### config.mk
export PLATFORM = sky130hd
export DESIGN_NAME = lpc_ior_reg_bank_flat
export DESIGN_NICKNAME = d
export VERILOG_FILES = /design/src/rtl/lpc_ior_reg_bank_pkg.sv /design/src/rtl/lpc_ior_reg_bank_if.sv /design/src/rtl/lpc_ior_reg_bank_sticky.sv /design/src/rtl/lpc_ior_reg_bank.sv /design/src/flat_wrapper.sv
export SDC_FILE = /design/constraint.sdc
export NUM_CORES = 1
export LEC_CHECK = 0
export CORE_AREA = 2 2 211 213
export DETAILED_ROUTE_END_ITERATION = 8
export DIE_AREA = 0 0 213 215
export GPL_TIMING_DRIVEN = 0
export SYNTH_ARGS = -nofsm -noshare
export SYNTH_HDL_FRONTEND = slang
export SYNTH_SLANG_ARGS = --single-unit
### constraint.sdc
create_clock -name Mclk -period 3.9 [get_ports Mclk]
set_clock_uncertainty 0.1 [all_clocks]
set_input_delay 0.78 -clock Mclk [delete_from_list [all_inputs] [get_ports Mclk]]
set_output_delay 0.78 -clock Mclk [all_outputs]
set_load 0.02 [all_outputs]
### src/rtl/lpc_ior_reg_bank_pkg.sv
// Board register map constants and helpers for the LPC I/O-read register bank.
package lpc_reg_pkg;

  localparam logic [7:0] FPGAID           = 8'h5A;
  localparam logic [7:0] VERSION          = 8'h12;
  localparam logic [7:0] LPC_DEFAULT_DATA = 8'hFF;

  // Register indices of the current board map.
  localparam int BOARD_NUM_REGS = 32;
  localparam int REG_FPGAID     = 0;
  localparam int REG_VERSION    = 1;
  localparam int REG_EVENTS     = 9;
  localparam int REG_TACH_LO    = 10;
  localparam int REG_TACH_HI    = 11;
  localparam int REG_CNT_LO     = 12;
  localparam int REG_CNT_HI     = 13;

  // Event byte: bit 5 is a sticky clear-on-read latch.
  localparam logic [8*BOARD_NUM_REGS-1:0] BOARD_COR_MASK =
    (8*BOARD_NUM_REGS)'(8'h20) << (8 * REG_EVENTS);

  // Tach and counter are read as coherent 16-bit pairs.
  localparam logic [BOARD_NUM_REGS-1:0] BOARD_SNAP_MASK =
    (BOARD_NUM_REGS'(1) << REG_TACH_LO) | (BOARD_NUM_REGS'(1) << REG_CNT_LO);

  // Width of the register index inside the window (at least one bit).
  function automatic int idx_width(input int num_regs);
    return (num_regs <= 2) ? 1 : $clog2(num_regs);
  endfunction

endpackage

### src/rtl/lpc_ior_reg_bank_if.sv
// LPC read-request / read-response signals between the slave front-end and the register bank.
interface lpc_ior_reg_bank_if;

  logic [15:0] DevAddr;
  logic        RdDev_En;
  logic [7:0]  RdDev_Data;
  logic        RdDev_Valid;
  logic        RdDev_Hit;

  modport master (
    output DevAddr, RdDev_En,
    input  RdDev_Data, RdDev_Valid, RdDev_Hit
  );

  modport slave (
    input  DevAddr, RdDev_En,
    output RdDev_Data, RdDev_Valid, RdDev_Hit
  );

endinterface

### src/rtl/lpc_ior_reg_bank_sticky.sv
// 8-bit sticky clear-on-read cell: a bit sets on an event pulse and clears on a read of
// its register. Bits outside MASK are held at zero and reduce to constants in synthesis.
module lpc_sticky_byte #(
  parameter logic [7:0] MASK = 8'h00
) (
  input  logic       Mclk,
  input  logic       ResetN,
  input  logic [7:0] event_i,
  input  logic       clr_i,
  output logic [7:0] sticky_o
);

  logic [7:0] sticky_q;
  logic [7:0] sticky_d;

  // Set wins over clear so an event coincident with the clearing read is kept.
  assign sticky_d = ((sticky_q & ~{8{clr_i}}) | event_i) & MASK;

  // Sticky state register with synchronous reset.
  always_ff @(posedge Mclk) begin
    // NOTE: sequential state uses non-blocking assignments so every flop samples pre-edge values.
    if (!ResetN) begin
      sticky_q <= 8'h00;
    end else begin
      sticky_q <= sticky_d;
    end
  end

  assign sticky_o = sticky_q;

endmodule

### src/rtl/lpc_ior_reg_bank.sv
// LPC I/O-read register bank: window decode, per-byte live/sticky composition,
// one shared 16-bit pair snapshot slot and registered read response (1-cycle latency).
module lpc_ior_reg_bank
  import lpc_reg_pkg::*;
#(
  parameter int                    NUM_REGS     = 32,
  parameter logic [15:0]           BASE_ADDR    = 16'h0000,
  parameter logic [15:0]           DEC_MASK     = 16'hFFE0,
  parameter logic [NUM_REGS-1:0]   IMPL_MASK    = '1,
  parameter logic [8*NUM_REGS-1:0] COR_MASK     = '0,
  parameter logic [NUM_REGS-1:0]   SNAP_MASK    = '0,
  parameter logic [7:0]            DEFAULT_DATA = LPC_DEFAULT_DATA
) (
  input  logic                    Mclk,
  input  logic                    ResetN,
  lpc_ior_reg_bank_if.slave       lpc,
  input  logic [8*NUM_REGS-1:0]   RegIn,
  input  logic [8*NUM_REGS-1:0]   EventIn
);

  localparam int IDX_W = idx_width(NUM_REGS);
  localparam int DEPTH = 1 << IDX_W;

  // Masks padded to the full index range; padded entries read as unimplemented.
  // The top register can never be a pair low byte, so its SNAP bit is dropped.
  localparam logic [DEPTH-1:0] IMPL_PAD = DEPTH'(IMPL_MASK);
  localparam logic [DEPTH-1:0] SNAP_PAD = DEPTH'({1'b0, SNAP_MASK[NUM_REGS-2:0]});

  logic             hit;
  logic [IDX_W-1:0] idx;
  logic [IDX_W-1:0] idx_nxt;
  logic             capture;
  logic             snap_rd;
  logic [7:0]       rd_byte;
  logic [7:0]       comp [DEPTH];
  logic [NUM_REGS-1:0] clr;

  logic [7:0]       data_q, data_d;
  logic             valid_q, valid_d;
  logic             hit_q, hit_d;
  logic [7:0]       snap_q, snap_d;
  logic             snap_valid_q, snap_valid_d;
  logic [IDX_W-1:0] snap_idx_q, snap_idx_d;

  assign hit     = lpc.RdDev_En && ((lpc.DevAddr & DEC_MASK) == BASE_ADDR);
  assign idx     = lpc.DevAddr[IDX_W-1:0];
  assign idx_nxt = idx + 1'b1;
  assign capture = hit && SNAP_PAD[idx];
  assign snap_rd = hit && snap_valid_q && (snap_idx_q == idx);

  for (genvar i = 0; i < DEPTH; i++) begin : g_reg
    if (i < NUM_REGS) begin : g_impl
      logic [7:0] sticky;

      // A high byte served from the snapshot keeps its live sticky bits: events that
      // arrived after the capture have not been reported yet.
      assign clr[i] = (hit && !snap_rd && (idx == IDX_W'(i))) ||
                      (capture && (idx_nxt == IDX_W'(i)));

      lpc_sticky_byte #(
        .MASK (COR_MASK[8*i +: 8])
      ) u_sticky (
        .Mclk     (Mclk),
        .ResetN   (ResetN),
        .event_i  (EventIn[8*i +: 8]),
        .clr_i    (clr[i]),
        .sticky_o (sticky)
      );

      assign comp[i] = (COR_MASK[8*i +: 8] & sticky) | (~COR_MASK[8*i +: 8] & RegIn[8*i +: 8]);
    end else begin : g_pad
      assign comp[i] = DEFAULT_DATA;
    end
  end

  // Read mux, snapshot slot next state and response next state.
  always_comb begin
    // NOTE: every variable gets a default first so no path leaves it unassigned (no latch).
    rd_byte      = comp[idx];
    snap_d       = snap_q;
    snap_valid_d = snap_valid_q;
    snap_idx_d   = snap_idx_q;

    if (!IMPL_PAD[idx]) begin
      rd_byte = DEFAULT_DATA;
    end else if (snap_rd) begin
      rd_byte = snap_q;
    end

    if (capture) begin
      snap_d       = comp[idx_nxt];
      snap_valid_d = 1'b1;
      snap_idx_d   = idx_nxt;
    end else if (snap_rd) begin
      snap_valid_d = 1'b0;
    end

    data_d  = hit ? rd_byte : data_q;
    valid_d = hit;
    hit_d   = hit;
  end

  // Response and snapshot registers; a reset during a read discards it.
  always_ff @(posedge Mclk) begin
    if (!ResetN) begin
      data_q       <= DEFAULT_DATA;
      valid_q      <= 1'b0;
      hit_q        <= 1'b0;
      snap_q       <= 8'h00;
      snap_valid_q <= 1'b0;
      snap_idx_q   <= '0;
    end else begin
      data_q       <= data_d;
      valid_q      <= valid_d;
      hit_q        <= hit_d;
      snap_q       <= snap_d;
      snap_valid_q <= snap_valid_d;
      snap_idx_q   <= snap_idx_d;
    end
  end

  assign lpc.RdDev_Data  = data_q;
  assign lpc.RdDev_Valid = valid_q;
  assign lpc.RdDev_Hit   = hit_q;

endmodule

### src/flat_wrapper.sv
// flat-port wrapper written by rule: the top's interface ports become plain ports
module lpc_ior_reg_bank_flat import lpc_reg_pkg::*;
#(
  parameter int                    NUM_REGS     = 32,
  parameter logic [15:0]           BASE_ADDR    = 16'h0000,
  parameter logic [15:0]           DEC_MASK     = 16'hFFE0,
  parameter logic [NUM_REGS-1:0]   IMPL_MASK    = '1,
  parameter logic [8*NUM_REGS-1:0] COR_MASK     = '0,
  parameter logic [NUM_REGS-1:0]   SNAP_MASK    = '0,
  parameter logic [7:0]            DEFAULT_DATA = LPC_DEFAULT_DATA
)
  (Mclk, ResetN, RegIn, EventIn, lpc_DevAddr, lpc_RdDev_En, lpc_RdDev_Data, lpc_RdDev_Valid, lpc_RdDev_Hit);
  lpc_ior_reg_bank_if lpc_i ();
  input  logic Mclk;
  input  logic ResetN;
  input  logic [8*NUM_REGS-1:0] RegIn;
  input  logic [8*NUM_REGS-1:0] EventIn;
  input wire logic [$bits(lpc_i.DevAddr)-1:0] lpc_DevAddr;
  input wire logic [$bits(lpc_i.RdDev_En)-1:0] lpc_RdDev_En;
  output wire logic [$bits(lpc_i.RdDev_Data)-1:0] lpc_RdDev_Data;
  output wire logic [$bits(lpc_i.RdDev_Valid)-1:0] lpc_RdDev_Valid;
  output wire logic [$bits(lpc_i.RdDev_Hit)-1:0] lpc_RdDev_Hit;
  assign lpc_i.DevAddr = lpc_DevAddr;
  assign lpc_i.RdDev_En = lpc_RdDev_En;
  assign lpc_RdDev_Data = lpc_i.RdDev_Data;
  assign lpc_RdDev_Valid = lpc_i.RdDev_Valid;
  assign lpc_RdDev_Hit = lpc_i.RdDev_Hit;
  lpc_ior_reg_bank #(.NUM_REGS(NUM_REGS), .BASE_ADDR(BASE_ADDR), .DEC_MASK(DEC_MASK), .IMPL_MASK(IMPL_MASK), .COR_MASK(COR_MASK), .SNAP_MASK(SNAP_MASK), .DEFAULT_DATA(DEFAULT_DATA)) u_core (.Mclk(Mclk), .ResetN(ResetN), .lpc(lpc_i), .RegIn(RegIn), .EventIn(EventIn));
endmodule
Word-level counts from Yosys, hierarchy flattened
Memory sizes are Yosys's and may differ from the RTL's.
Index checks and enable logic that the tools add are counted.
{"block": "classes", "addsub": 1, "order_cmp": 3, "eq_ne": 1, "n_mux": 12, "n_bitwise": 2, "reduce_logical": 6}
{"operator": "binary-select mux 8 bit (select 5 bit)", "n": 2}
{"operator": "2-to-1 mux 8 bit", "n": 6}
{"operator": "logical NOT 16 bit", "n": 1}
{"operator": ">= comparator 6 bit, second input constant", "n": 2}
{"operator": "inverter 5 -> 6 bit", "n": 2}
{"operator": "< comparator 5 x 6 -> 1 bit, second input constant", "n": 1}
{"operator": "adder 5 x 1 -> 5 bit, second input constant", "n": 1}
{"operator": "== test 5 bit", "n": 1}
{"operator": "logical AND 1 bit", "n": 4}
{"operator": "2-to-1 mux 1 bit", "n": 4}
{"operator": "nonzero test 2 bit", "n": 1}
{"block": "word_totals", "ff_bits": 23, "rom_bits": 64, "input_bits": 531, "output_inout_bits": 10, "word_cells": 32, "memories": 2}
{"memory": "(name not given)", "depth": 32, "width": 1, "read_ports": 1, "rd_clocked_by_memory_dff": 0, "wr": 0, "line_no": "lpc_ior_reg_bank.sv:48", "text": "assign capture = hit && SNAP_PAD[idx];"}
{"memory": "(name not given)", "depth": 32, "width": 1, "read_ports": 1, "rd_clocked_by_memory_dff": 0, "wr": 0, "line_no": "lpc_ior_reg_bank.sv:84", "text": "if (!IMPL_PAD[idx]) begin"}

Longest topological paths before layout
Gate-level depths: netlist (run 1).
{"block": "depth", "depth_word": 6, "depth_mapped": 8, "depth_no_buf": 5}

Worst setup path after synthesis (run 1)
Ideal clock, no wire load.
{"block": "synth_timing", "path_kind": "input -> register", "startpoint": "input lpc_DevAddr[0]", "endpoint": "register u_core.data_q[5] (netlist: u_core.lpc.RdDev_Data[5])", "setup_ns": 0.134, "arrival_ns": 1.955, "required_ns": 3.666, "path_slack_ns": 1.711, "path_stages": 7, "path_buffers": 2, "path_cell_list": "buf_6 buf_8 mux4_2 mux2i_1 nor2_1 o2111ai_1 nand3_1"}
{"block": "synth_via", "elab_chain_cells": 6, "elab_cells_between_ends": 10, "classes_between": "eq/ne: 1; mux: 6; bitwise: 1; reduce/logical: 1; memory: 1"}
{"element": "start, declared", "line_no": "flat_wrapper.sv:18", "text": "input wire logic [$bits(lpc_i.DevAddr)-1:0] lpc_DevAddr;"}
{"element": "inverter 5 -> 6 bit (not written as such)", "line_no": "lpc_ior_reg_bank.sv:79", "text": "rd_byte = comp[idx];"}
{"element": "binary-select mux 8 bit (select 5 bit)", "line_no": "lpc_ior_reg_bank.sv:79"}
{"element": "2-to-1 mux 8 bit (not written as such) (2 in series)", "line_no": "lpc_ior_reg_bank.sv:79"}
{"element": "2-to-1 mux 8 bit", "line_no": "lpc_ior_reg_bank.sv:86", "text": "end else if (snap_rd) begin"}
{"element": "2-to-1 mux 8 bit (*)", "line_no": "lpc_ior_reg_bank.sv:84"}
{"element": "end signal, assigned", "line_no": "lpc_ior_reg_bank.sv:113", "text": "data_q <= data_d;"}
{"element": "end, declared", "line_no": "lpc_ior_reg_bank.sv:38", "text": "logic [7:0] data_q, data_d;"}
Every way passes the cells marked *; elsewhere a longest branch is shown, timed or not. The select of a mux whose other input is x is not followed.
A chain may end at the register's enable or synchronous reset.

Worst setup path in the final report (run 1)
{"block": "layout_timing", "startpoint": "input lpc_DevAddr[2]", "endpoint": "register u_core.data_q[6] (netlist: u_core.lpc.RdDev_Data[6])"}
Same word-level chain as after synthesis.

==> results by stage, run 1 <==
Clock network:
- The count of clock tree sinks is 9.
- TritonCTS built the clock tree.
- Buffers inserted to repair hold after CTS numbered 0.
- The post-CTS setup buffer count is 0.
- After clock tree synthesis, the clock-pin slew on the worst setup and hold paths is ~40 ps.
- The level count of the clock H-tree is 1.
- The post-CTS resize count is 0.
- The buffer depth of the longest clock path is 2.
- The cell chosen for the clock root is clkbuf_16.
- The CTS buffer count is 3.
- The latest clock arrival within the worst-skew pair is approximately 240 ps.

Synth:
- The share of the Yosys chip area taken by registers is 0.0688.
- The count of unique library cells instantiated by Yosys is 29.
- The number of flip-flops and latches in the synthesized netlist is 9.
- The yosys synthesis warning count is 0.
- In the post-synthesis netlist, the biggest area contributors are mux4_2 (28%), mux2_2 (22%), dfxtp_1 (6.9%).
- The async set-or-reset flop fraction in the synthesized netlist is 0.
- The number of flops mapped to enable cells by yosys is 0.
- The cell area after synthesis is 0.00262 mm².
- The commonest register cell after synthesis is dfxtp_1.
- The number of cells produced by synthesis is 260.
- The largest area contributor in the netlist is mux4_2.
- When the netlist entered floorplanning its net count stood at around 800.
- The area share of the leading cell type in the synthesized netlist is 0.275.
- In the synthesized netlist, the cells that appear most often are mux2_2 (50), mux4_2 (32), o22ai_1 (24), nand2_1 (17), mux2i_1 (16).
- The most common cell in the synthesized netlist is mux2_2.
- Averaged over all synthesized cells, the footprint is 10.1 µm².

Drt:
- The final layout contains routed wiring with a total length of around 19 mm.
- In this run, the number of DRC markers left after iteration 0 of detailed routing was 82.
- The detail route stage leaves a number of antenna-violating nets equal to 0.
- The overall via count from detail_route is between 3000 and 4000.
- After detailed routing, the number of vias per cell comes to between 3 and 4.
- The number of optimization iterations in the first detailed-route pass is 5.
- The detail-routed net length per standard cell is about 17 µm.
- After detailed routing, the number of remaining DRC violations is 0.

Outcome:
- The flow ran to the end, and the final reports show no timing, DRC or antenna violations.

Final layout:
- The fraction of layout instances using a drive strength above 1 is 0.217.
- The final instance count without filler cells is between 1000 and 1500.
- The number of diodes added for antenna fixing is 0.
- From synthesis to final layout, the design area changed by 138%.
- The final core area utilization is 0.143.
- The count of nets after finishing is approximately 1100.

Global route:
- The via count of the first global-routing pass is ~3900.
- Entering global routing, the biggest net connects 11 pins.
- Global routing finished with a remaining overflow of 0.
- The first global-routing pass estimated around 25 mm of wire.
- The initial antenna violation count is 0.
- For this run, the total global-route usage over all layers was measured as 0.0779.

Floorplanning:
- For this design the top-level I/O count stands at about 540.
- Measured along the x axis, the die boundary spans 213 µm.
- The vertical extent of the die is approximately 220 µm.
- The site row count is between 70 and 80.
- The initial cell density of the core is 0.0600.
- The region available for standard cell placement spans 0.0436 mm².
- The overall die area is around 0.046 mm².

Timing:
- The timing-limited maximum frequency is between 200 and 300 MHz.
- After layout, the minimum clock period comes to 3560 ps.
- The number of slew-limit violations in the final report is 0.
- Setup violations remaining at the end of the flow were counted as 0.
- For the final routed database, the setup TNS stands at 0 ps.
- Setup repair after global routing left no endpoint under its margin.
- The transition at the pin with the smallest max-transition slack is approximately 800 ps.
- The worst pin sits at a relative slew slack of 0.459.
- The final hold violation count is 0.
- Dividing the final minimum period by the clock period gives 0.913.

Setup path:
- The critical path data required time is between 3000 and 4000 ps.
- Walking the worst path, the cells encountered are clkdlybuf4s50_1, buf_6, nand2_1, clkbuf_1, o22ai_1, o21ai_0, o2111ai_1, nand3_1.
- The cell count along the critical path is 8.
- The arrival time of data at the critical path endpoint is 3630 ps.
- The kind of critical path is input pin to flop.
- The most critical setup path has its endpoint at u_core.lpc.RdDev_Data[6]$_SDFFE_PN1P_.
- The worst flop-to-flop path startpoint is u_core.lpc.RdDev_Data[5]$_SDFFE_PN1P_.
- The first element of the critical path is lpc_DevAddr[2].
- The logic depth of the worst register-to-register path is 2.
- For flop-to-flop paths, the worst setup slack is roughly 3200 ps.
- The critical path contains buffers and inverters numbering 3 combined.
- STA classifies the critical path endpoint as a flop.
- The endpoint identified for the worst register-to-register timing path is u_core.lpc.RdDev_Data[5]$_SDFFE_PN1P_.
- On the critical path, the stage with the largest delay is an instance of o21ai_0.
- For this run, the slowest stage of the critical path takes between 600 and 700 ps.
- Grouping stages by cell kind, the critical path spends the most delay in compound AO/OA/AOI/OAI gates.
- The biggest fanout along the worst timing path is 10.
- STA classifies the critical path startpoint as an input pin.

Power and ir drop:
- Of the total power, combinational logic draws 0.677.
- VDD sags by at most 0.101 mV.
- The share of total power dissipated in sequential elements is 0.109.
- The clock group share of total power is 0.214.
- For this design the total switching power over the nets is between 200 and 250 µW.
- For this design the static power due to leakage is 0.00209 µW.
- The power density relative to cell area is around 140 mW/mm².
- Of the total power, the share spent switching nets is 0.286.
- The internal portion of the total power is around 610 µW.

Placed design:
- After detailed placement, the design holds a cell count of ~1100.
- The detailed-placement wirelength estimate is 17.4 mm.
- The congestion estimate from routability-driven global placement came to between 0.7 and 0.8.
- Port buffering added ~280 buffers.

Run:
- The number of maximum-capacitance violations is 0.

Hold path:
- The path class of the lowest-slack min-delay path is flop to flop.
- The startpoint identified for the worst hold timing path is u_core.lpc.RdDev_Data[7]$_SDFFE_PN1P_.
## worst register-to-register path: cells and delay by family (launching register included)
family	cells	cell delay (ps)
DFF	1	310
and+or+nand+nor	2	160
## how the worst min path moves through the flow
stage,to,cells past startpoint,slack [ps]
6_report,u_core.lpc.RdDev_Data[7]$_SDFFE_PN1P_,2,380
5_1_grt,u_core.lpc.RdDev_Data[7]$_SDFFE_PN1P_,2,400
4_1_cts,u_core.lpc.RdDev_Data[7]$_SDFFE_PN1P_,2,380
3_5_place_dp,u_core.lpc.RdDev_Data[0]$_SDFFE_PN1P_,2,370
3_3_place_gp,u_core.lpc.RdDev_Data[2]$_SDFFE_PN1P_,2,360
2_1_floorplan,u_core.lpc.RdDev_Data[0]$_SDFFE_PN1P_,2,450
## cell families (layout without fill, tap and decap cells)
kind of cell           Yosys count  count (layout)  synth area share
multiplexers                   104             104             0.586
flip-flops                       9               9            0.0688
AND/OR/NAND/NOR                 52              52            0.0960
AO/OA/AOI/OAI                   64              64             0.161
buffers and inverters           31             314            0.0889
## sequential cells by signal, indices dropped and copies added, names as in the netlist
| signal | flops |
|---|---|
| u_core.lpc.RdDev_Valid | 1 |
| u_core.lpc.RdDev_Data | 8 |
## cell usage in the layout (no fill, tap or decap), types with 2 or more instances in the layout
cell type	n
nor2_1	9
mux4_2	32
buf_1	2
o22ai_1	24
nor2b_1	9
clkbuf_2	3
nand3_1	9
mux2i_1	16
o31ai_1	8
clkbuf_16	3
buf_4	3
o21ai_1	4
clkdlybuf4s50_1	279
nand2_1	17
o21ai_0	12
clkbuf_1	3
nor4_1	2
buf_2	11
dfxtp_1	9
nand2b_1	2
mux2_4	6
a211oi_1	8
buf_6	8
o2111ai_1	8
mux2_2	50
## layer usage
| layer | track usage | up-vias | part of all wire |
|---|---|---|---|
| li1 | - | 1624 | - |
| met1 | 0.0985 | 1608 | 0.44 |
| met2 | 0.141 | 262 | 0.47 |
| met3 | 0.0113 | 13 | 0.086 |
| met4 | 0.0128 | 0 | 0.011 |
| met5 | 0 | - | 0 |
## area by class of cell
type	instances	area, µm²
Fill cell	4968	37400
Timing Repair Buffer	279	2790
Multi-Input combinational cell	220	2210
Tap cell	592	741
Buffer	31	233
Sequential cell	9	180
Clock buffer	4	78.8
## through the flow
step | cell area [µm²] | power (µW) | hold slack (ps) | worst slack, ps
final | 6230 | 852 | 377 | 341
after global routing | 6230 | 901 | 402 | 189
after CTS | 6230 | 871 | 380 | 347
after detailed placement | 6150 | 688 | 367 | 133
after global placement | 6150 | 684 | 362 | 156
after floorplan | 2620 | 310 | 449 | 1710
## power by group through the flow
stage                     sequential [µW]  clock [µW]  combinational, µW
after global placement               94.0           0                590
after CTS                            92.5         182                596
after detailed placement             94.0           0                594
after global routing                 92.5         187                622
after floorplan                      94.0           0                216
final                                92.5         182                577
Power figures use the tool's default switching activity.
==> inputs of run 2 (changes only) <==
Settings changed: CELL_PAD_IN_SITES_DETAIL_PLACEMENT set to 1, CELL_PAD_IN_SITES_GLOBAL_PLACEMENT set to 1, CORE_AREA 2 2 211 213 to 2 2 208 210, DIE_AREA 0 0 213 215 to 0 0 210 212, PLACE_DENSITY_LB_ADDON set to 0.1, SETUP_SLACK_MARGIN set to 0.2.
==> run 2 against run 1 <==
Effect of this change:
- sequential share of layout area barely moved
- worst setup slack better by 150 ps
- non-clock buffer count stayed put
- clock power hardly changed
- cell count decreased by 4.1%
- fmax increased by 4.4%
- sequential power hardly changed
- wire length rose by 14%
- critical path depth stayed put
==> results by stage, run 2 (synthesis gave the netlist of run 1 again) <==
Drt:
- The final routed wirelength across all metal layers is 21.7 mm (+14%).
- The overall via count from detail_route is 3477 (-0.86%).
- The number of optimization iterations in the first detailed-route pass is 4 (-1).
- The detail-routed net length per standard cell was 19.9 µm (+19%).
- The via-per-instance ratio was 3.19 (+3.3%).
- The count of nets left with antenna violations after detail routing is 0 (unchanged).
- The iteration-0 DRC count of the detailed router was 74 (-9.8%).
- The number of remaining DRC errors came to 0 (unchanged).

Final layout:
- The final instance count without filler cells is 1089 (-4.1%).
- The finished layout cell area is 0.00617 mm² (-0.92%).
- The commonest non-fill, non-tap cell in the layout is clkdlybuf4s50_1.
- The number of filler cells placed in the layout is 4938 (-0.60%).
- The layout overhead on the synthesized area is 136%.
- The count of nets after finishing is 1075 (unchanged).
- Leaving out fill and tap cells, the most frequent cells in the layout are clkdlybuf4s50_1 (279), mux2_2 (50), mux4_2 (32).
- The fraction of layout instances using a drive strength above 1 was 0.217 (unchanged).
- The number of diodes added for antenna fixing is 0 (unchanged).
- The flip-flop count of the largest register, all copies and words added is 8 (unchanged).

Power and ir drop:
- The register share of total power was 0.109 (about the same).
- The standby leakage power is 0.00209 µW (unchanged).
- The switching portion of total power is 0.283 (-0.00339).
- The total net switching power is 240 µW (-1.6%).
- The total power was 849 µW (-0.42%).
- The internal portion of total power is 608 µW (about the same).
- The power density relative to cell area is 137 mW/mm² (+0.50%).
- The combinational fraction of design power is 0.677 (about the same).
- The clock group share of total power came to 0.214 (about the same).
- The worst IR drop on VDD came to 0.0891 mV (-12%).

Setup path:
- The first element of the critical path is lpc_DevAddr[2].
- The arrival time of data at the critical path endpoint came to 3480 ps (-150 ps).
- The biggest fanout along the worst timing path was 10 (unchanged).
- The worst setup path is launched from an input pin.
- STA classifies the critical path endpoint as a flop.
- The stage delay of the slowest cell on the critical path is 610 ps (-60 ps).
- The worst flop-to-flop path endpoint is u_core.lpc.RdDev_Data[7]$_SDFFE_PN1P_.
- The logic depth of the worst register-to-register path is 2 (unchanged).
- Walking the worst path, the cells encountered are clkdlybuf4s50_1, buf_6, nand2_1, clkbuf_1, o22ai_1, o21ai_0, o2111ai_1, nand3_1.
- Among all stages on the critical path, the largest delay is contributed by o21ai_0.
- The startpoint identified for the worst register-to-register timing path is u_core.lpc.RdDev_Data[7]$_SDFFE_PN1P_.
- The flop-to-flop setup slack was 3190 ps (about the same).
- The buffer and inverter count on the worst path is 3 (unchanged).
- The critical path data required time was 3970 ps (about the same).
- The kind of critical path is input pin to flop.
- The cell family contributing the most delay on the critical path is buffers and inverters.

Timing:
- The timing-limited maximum frequency is 293 MHz (+4.4%).
- The final clock period utilization by the worst path came to 0.874 (-0.0387).
- The total negative slack for setup checks is 0 ps (unchanged).
- The post-layout worst setup margin was 492 ps (+151 ps).
- The final setup violation count is 0 (unchanged).
- Setup repair after global routing left no endpoint under its margin.
- The final hold violation count is 0 (unchanged).
- The remaining max-slew budget at the tightest pin is 0.525 (+0.0663).
- The time the final worst path needs with I/O delays and setup was 3410 ps (-151 ps).
- The number of slew-limit violations in the final report is 0 (unchanged).
- The transition at the pin with the smallest max-transition slack is 705 ps (-98.4 ps).

Clock network:
- The cell chosen for the clock root is clkbuf_16.
- TritonCTS built the clock tree.
- The latest clock arrival within the worst-skew pair was 230 ps (about the same).
- The buffer depth of the longest clock path is 2 (unchanged).
- The CTS buffer count was 3 (unchanged).
- The quantity of hold-fixing buffers added after cts is 0 (unchanged).
- The post-CTS resize count is 0 (unchanged).
- The post-CTS setup buffer count is 0 (unchanged).
- The count of clock tree sinks is 9 (unchanged).
- The level count of the clock H-tree is 1 (unchanged).
- The clock-pin slew of the registers on the worst-case setup and hold paths came to 40 ps (about the same).

Placed design:
- The post-placement cell count is 1085 (-4.1%).
- The number of buffers added on ports is 279 (unchanged).
- The routability-driven placement congestion ratio was 0.769 (+3.2%).
- The placed standard-cell area is 0.00609 mm² (-0.94%).
- The pre-CTS setup slack is 404 ps (+271 ps).
- The detailed-placement wirelength estimate is 19.7 mm (+13%).

Floorplanning:
- The vertical extent of the die is 212 µm (-1.4%).
- The area of the placeable core came to 0.0425 mm² (-2.6%).
- The die width is 210 µm (-1.4%).
- The total I/O pin count is 541 (unchanged).
- The site row count is 76 (-1.3%).
- The initial cell density of the core is 0.0616 (+0.00161).
- The overall die area was 0.0445 mm² (-2.8%).

Hold path:
- The startpoint of the worst hold path is u_core.lpc.RdDev_Data[2]$_SDFFE_PN1P_.
- In this run the worst hold path is classified as flop to flop.
- The worst hold endpoint is u_core.lpc.RdDev_Data[2]$_SDFFE_PN1P_.
- The worst hold path depth was 2 (unchanged).

Global route:
- The first-pass GRT wire length came to 29.7 mm (+18%).
- The global-route usage over all layers is 0.0934 (+0.0155).
- The overall overflow remaining after global route is 0 (unchanged).
- The largest net degree at the start of global routing was 11 (unchanged).
- The via count of the first global-routing pass is 4053 (+4.1%).
- The initial antenna violation count is 4 (+4).

Run:
- The number of maximum-capacitance violations was 0 (unchanged).

Outcome:
- The run finished with clean final reports.
==> run 2: cell counts in the layout (fill, tap and decap cells not counted) <==
Identical to the previous run, type by type.
==> run 2: final cells by class <==
type / instances / area (µm²) / area share
Buffer: 31 / 233 / 0.0377
Clock buffer: 4 / 78.8 / 0.0128
Multi-Input combinational cell: 220 / 2210 / 0.357
Sequential cell: 9 / 180 / 0.0292
Tap cell: 546 / 683 / 0.111
Timing Repair Buffer: 279 / 2790 / 0.452
==> run 2: worst max path at each step <==
stage          slack [ps]                                     to  depth (start not counted)
6_report              490  u_core.lpc.RdDev_Data[6]$_SDFFE_PN1P_                          8
5_1_grt               450  u_core.lpc.RdDev_Data[6]$_SDFFE_PN1P_                          8
4_1_cts               630  u_core.lpc.RdDev_Data[6]$_SDFFE_PN1P_                          8
3_5_place_dp          400  u_core.lpc.RdDev_Data[6]$_SDFFE_PN1P_                          8
3_3_place_gp          400  u_core.lpc.RdDev_Data[6]$_SDFFE_PN1P_                          8
2_1_floorplan        1710  u_core.lpc.RdDev_Data[5]$_SDFFE_PN1P_                          7
==> run 2: tightest hold or removal path, stage by stage, from the launching register on <==
cell,delay [ps]
dfxtp_1,320
nand2_1,50
nand3_1,70
==> run 2: routing by layer <==
metal | share of wire | global-route usage | vias up
met2 | 0.44 | 0.153 | 231
met4 | 0.0027 | 0.00660 | 8
li1 | - | - | 1621
met5 | 0.0023 | 0 | -
met3 | 0.12 | 0.0458 | 12
met1 | 0.43 | 0.115 | 1605
==> run 2: metrics by stage <==
stage          hold slack (ps)  utilization
2_1_floorplan              449            -
3_3_place_gp               370        0.143
3_5_place_dp               364        0.143
4_1_cts                    375        0.145
5_1_grt                    406        0.145
6_report                   373        0.145
==> run 2: power by group through the flow <==
stage / Sequential (µW) / Clock, µW / Combinational (µW)
6_report: 92.5 / 182 / 574
5_1_grt: 92.4 / 191 / 619
4_1_cts: 92.5 / 184 / 595
3_5_place_dp: 94.0 / 0 / 592
3_3_place_gp: 94.0 / 0 / 587
2_1_floorplan: 94.0 / 0 / 216
==> inputs of run 3 (changes only) <==
Settings changed: CTS_BUF_LIST set to sky130_fd_sc_hd__clkbuf_8 sky130_fd_sc_hd__clkbuf_16, CTS_CLUSTER_DIAMETER set to 100.
==> run 3 against run 2 <==
Effect of this change:
- flip-flop and latch count unchanged
- worst setup slack about the same
- design area unchanged
- highest routed layer unchanged
- fmax about the same
- critical path depth unchanged
- global-route usage unchanged
- utilization unchanged
- critical endpoint unchanged
- power decreased by 0.29%
- clock power about the same
==> results by stage, run 3 (synthesis gave the netlist of run 1 again) <==
Outcome:
- The run finished with clean final reports.

Drt:
- The iteration-0 DRC count of the detailed router is 74 (unchanged).
- The number of remaining DRC errors is 0 (unchanged).
- The count of nets left with antenna violations after detail routing is 0 (unchanged).
- The number of optimization iterations in the first detailed-route pass is 4 (unchanged).
- The overall via count from detail_route is 3477 (unchanged).
- The final routed wirelength across all metal layers is 21.7 mm (about the same).
- The via-per-instance ratio is 3.19 (unchanged).
- The detail-routed net length per standard cell is 19.9 µm (about the same).

Setup path:
- By startpoint and endpoint, the worst setup path is classified as input pin to flop.
- STA classifies the critical path startpoint as an input pin.
- The critical path data required time is 3970 ps (about the same).
- The biggest fanout along the worst timing path is 10 (unchanged).
- The stage delay of the slowest cell on the critical path is 610 ps (about the same).
- Walking the worst path, the cells encountered are clkdlybuf4s50_1, buf_6, nand2_1, clkbuf_1, o22ai_1, o21ai_0, o2111ai_1, nand3_1.
- The worst setup path is captured at a flop.
- The cell family contributing the most delay on the critical path is buffers and inverters.
- The slowest stage of the critical path is the o21ai_0 cell.
- The buffer and inverter count on the worst path was 3 (unchanged).
- The flop-to-flop setup slack is 3190 ps (about the same).
- The arrival time of data at the critical path endpoint was 3480 ps (about the same).

Final layout:
- The number of diodes added for antenna fixing is 0 (unchanged).
- The number of filler cells placed in the layout is 4938 (unchanged).
- The count of nets after finishing was 1075 (unchanged).
- The register cell area after layout was 180 µm² (unchanged).
- The fraction of layout instances using a drive strength above 1 was 0.217 (unchanged).
- The layout overhead on the synthesized area was 136% (unchanged).
- The top cell types in the final layout, fill and taps aside, are clkdlybuf4s50_1 (279), mux2_2 (50), mux4_2 (32).
- The flip-flop count of the largest register, all copies and words added is 8 (unchanged).
- Leaving out fill and tap cells, the most frequent cell in the layout is clkdlybuf4s50_1.
- The area occupied by multi-input gates is 0.00221 mm² (unchanged).

Timing:
- The transition at the pin with the smallest max-transition slack came to 705 ps (unchanged).
- The post-layout worst setup margin is 492 ps (+0.285 ps).
- The timing-limited maximum frequency is 293 MHz (about the same).
- The time the final worst path needs with I/O delays and setup is 3410 ps (-0.285 ps).
- Setup repair after global routing left no endpoint under its margin.
- The final hold violation count came to 0 (unchanged).
- The remaining max-slew budget at the tightest pin is 0.525 (unchanged).
- The total negative slack for setup checks is 0 ps (unchanged).
- The final setup violation count is 0 (unchanged).
- The number of slew-limit violations in the final report is 0 (unchanged).
- The final clock period utilization by the worst path was 0.874 (about the same).

Global route:
- The global-route usage over all layers is 0.0934 (unchanged).
- The initial antenna violation count is 4 (unchanged).
- The overall overflow remaining after global route is 0 (unchanged).
- The first-pass GRT wire length is 29.7 mm (unchanged).
- The via count of the first global-routing pass is 4053 (unchanged).
- The largest net degree at the start of global routing is 11 (unchanged).

Power and ir drop:
- The worst IR drop on VDD is 0.0875 mV (-1.9%).
- The power density relative to cell area came to 137 mW/mm² (-0.29%).
- The standby leakage power came to 0.00209 µW (+0.20%).

Floorplanning:
- The site row count is 76 (unchanged).
- The initial cell density of the core is 0.0616 (unchanged).
- The total I/O pin count was 541 (unchanged).
- The die width came to 210 µm (unchanged).
- The vertical extent of the die came to 212 µm (unchanged).
- The area of the placeable core is 0.0425 mm² (unchanged).
- The overall die area is 0.0445 mm² (unchanged).

Clock network:
- TritonCTS built the clock tree.
- The clock-pin slew of the registers on the worst-case setup and hold paths is 40 ps (about the same).
- The level count of the clock H-tree was 1 (unchanged).
- The cell chosen for the clock root is clkbuf_16.
- The count of clock tree sinks is 9 (unchanged).
- The buffer depth of the longest clock path was 2 (unchanged).
- The CTS buffer count is 3 (unchanged).
- The quantity of hold-fixing buffers added after cts is 0 (unchanged).
- The latest clock arrival within the worst-skew pair came to 230 ps (about the same).
- The post-CTS setup buffer count came to 0 (unchanged).
- The post-CTS resize count is 0 (unchanged).

Run:
- The number of maximum-capacitance violations is 0 (unchanged).

Hold path:
- The path class of the lowest-slack min-delay path is flop to flop.

Placed design:
- The routability-driven placement congestion ratio was 0.769 (unchanged).
- The number of buffers added on ports is 279 (unchanged).
- The pre-CTS setup slack is 404 ps (unchanged).
- The detailed-placement wirelength estimate is 19.7 mm (unchanged).
## run 3: changes by cell type in the layout (fill, tap and decap cells not counted), sizes merged
cell | before | now
clkbuf | 9 | 8
inv | 0 | 1
## run 3: worst paths after layout
path	from	to	depth (start not counted)
worst max-delay path	lpc_DevAddr[2]	u_core.lpc.RdDev_Data[6]$_SDFFE_PN1P_	8
worst min-delay path	u_core.lpc.RdDev_Data[2]$_SDFFE_PN1P_	u_core.lpc.RdDev_Data[2]$_SDFFE_PN1P_	2
worst max register to register	u_core.lpc.RdDev_Data[7]$_SDFFE_PN1P_	u_core.lpc.RdDev_Data[7]$_SDFFE_PN1P_	2
worst min register to register	u_core.lpc.RdDev_Data[2]$_SDFFE_PN1P_	u_core.lpc.RdDev_Data[2]$_SDFFE_PN1P_	2
## run 3: stage by stage
step	utilization	total power (µW)	std cells	area, µm²	hold slack, ps
after floorplan	-	310	260	2620	449
after global placement	0.143	681	1085	6090	370
after detailed placement	0.143	686	1085	6090	364
after CTS	0.145	869	1089	6170	375
after global routing	0.145	900	1089	6170	406
final	0.145	846	1089	6170	373
## run 3: layer usage
metal  up-vias  GRT usage  part of all wire
met4         8    0.00660            0.0027
met3        12     0.0458              0.12
met1      1605      0.115              0.43
li1       1621          -                 -
met2       231      0.153              0.44
met5         -          0            0.0023
## run 3: power by group
| group | switching [µW] | total, µW | internal, µW |
|---|---|---|---|
| Combinational | 195 | 574 | 379 |
| Clock | 45.4 | 179 | 134 |
| Sequential | 0.0201 | 92.5 | 92.5 |
| Total | 240 | 846 | 606 |
## run 3: area by class of cell
cell class | instances | share of cell area
Buffer | 31 | 0.0377
Timing Repair Buffer | 279 | 0.452
Clock buffer | 3 | 0.0122
Multi-Input combinational cell | 220 | 0.357
Clock inverter | 1 | 0.000608
Sequential cell | 9 | 0.0292
Tap cell | 546 | 0.111
## run 3: worst min-delay path: stages, from the launching register on
cell	delay [ps]
dfxtp_1	320
nand2_1	50
nand3_1	70
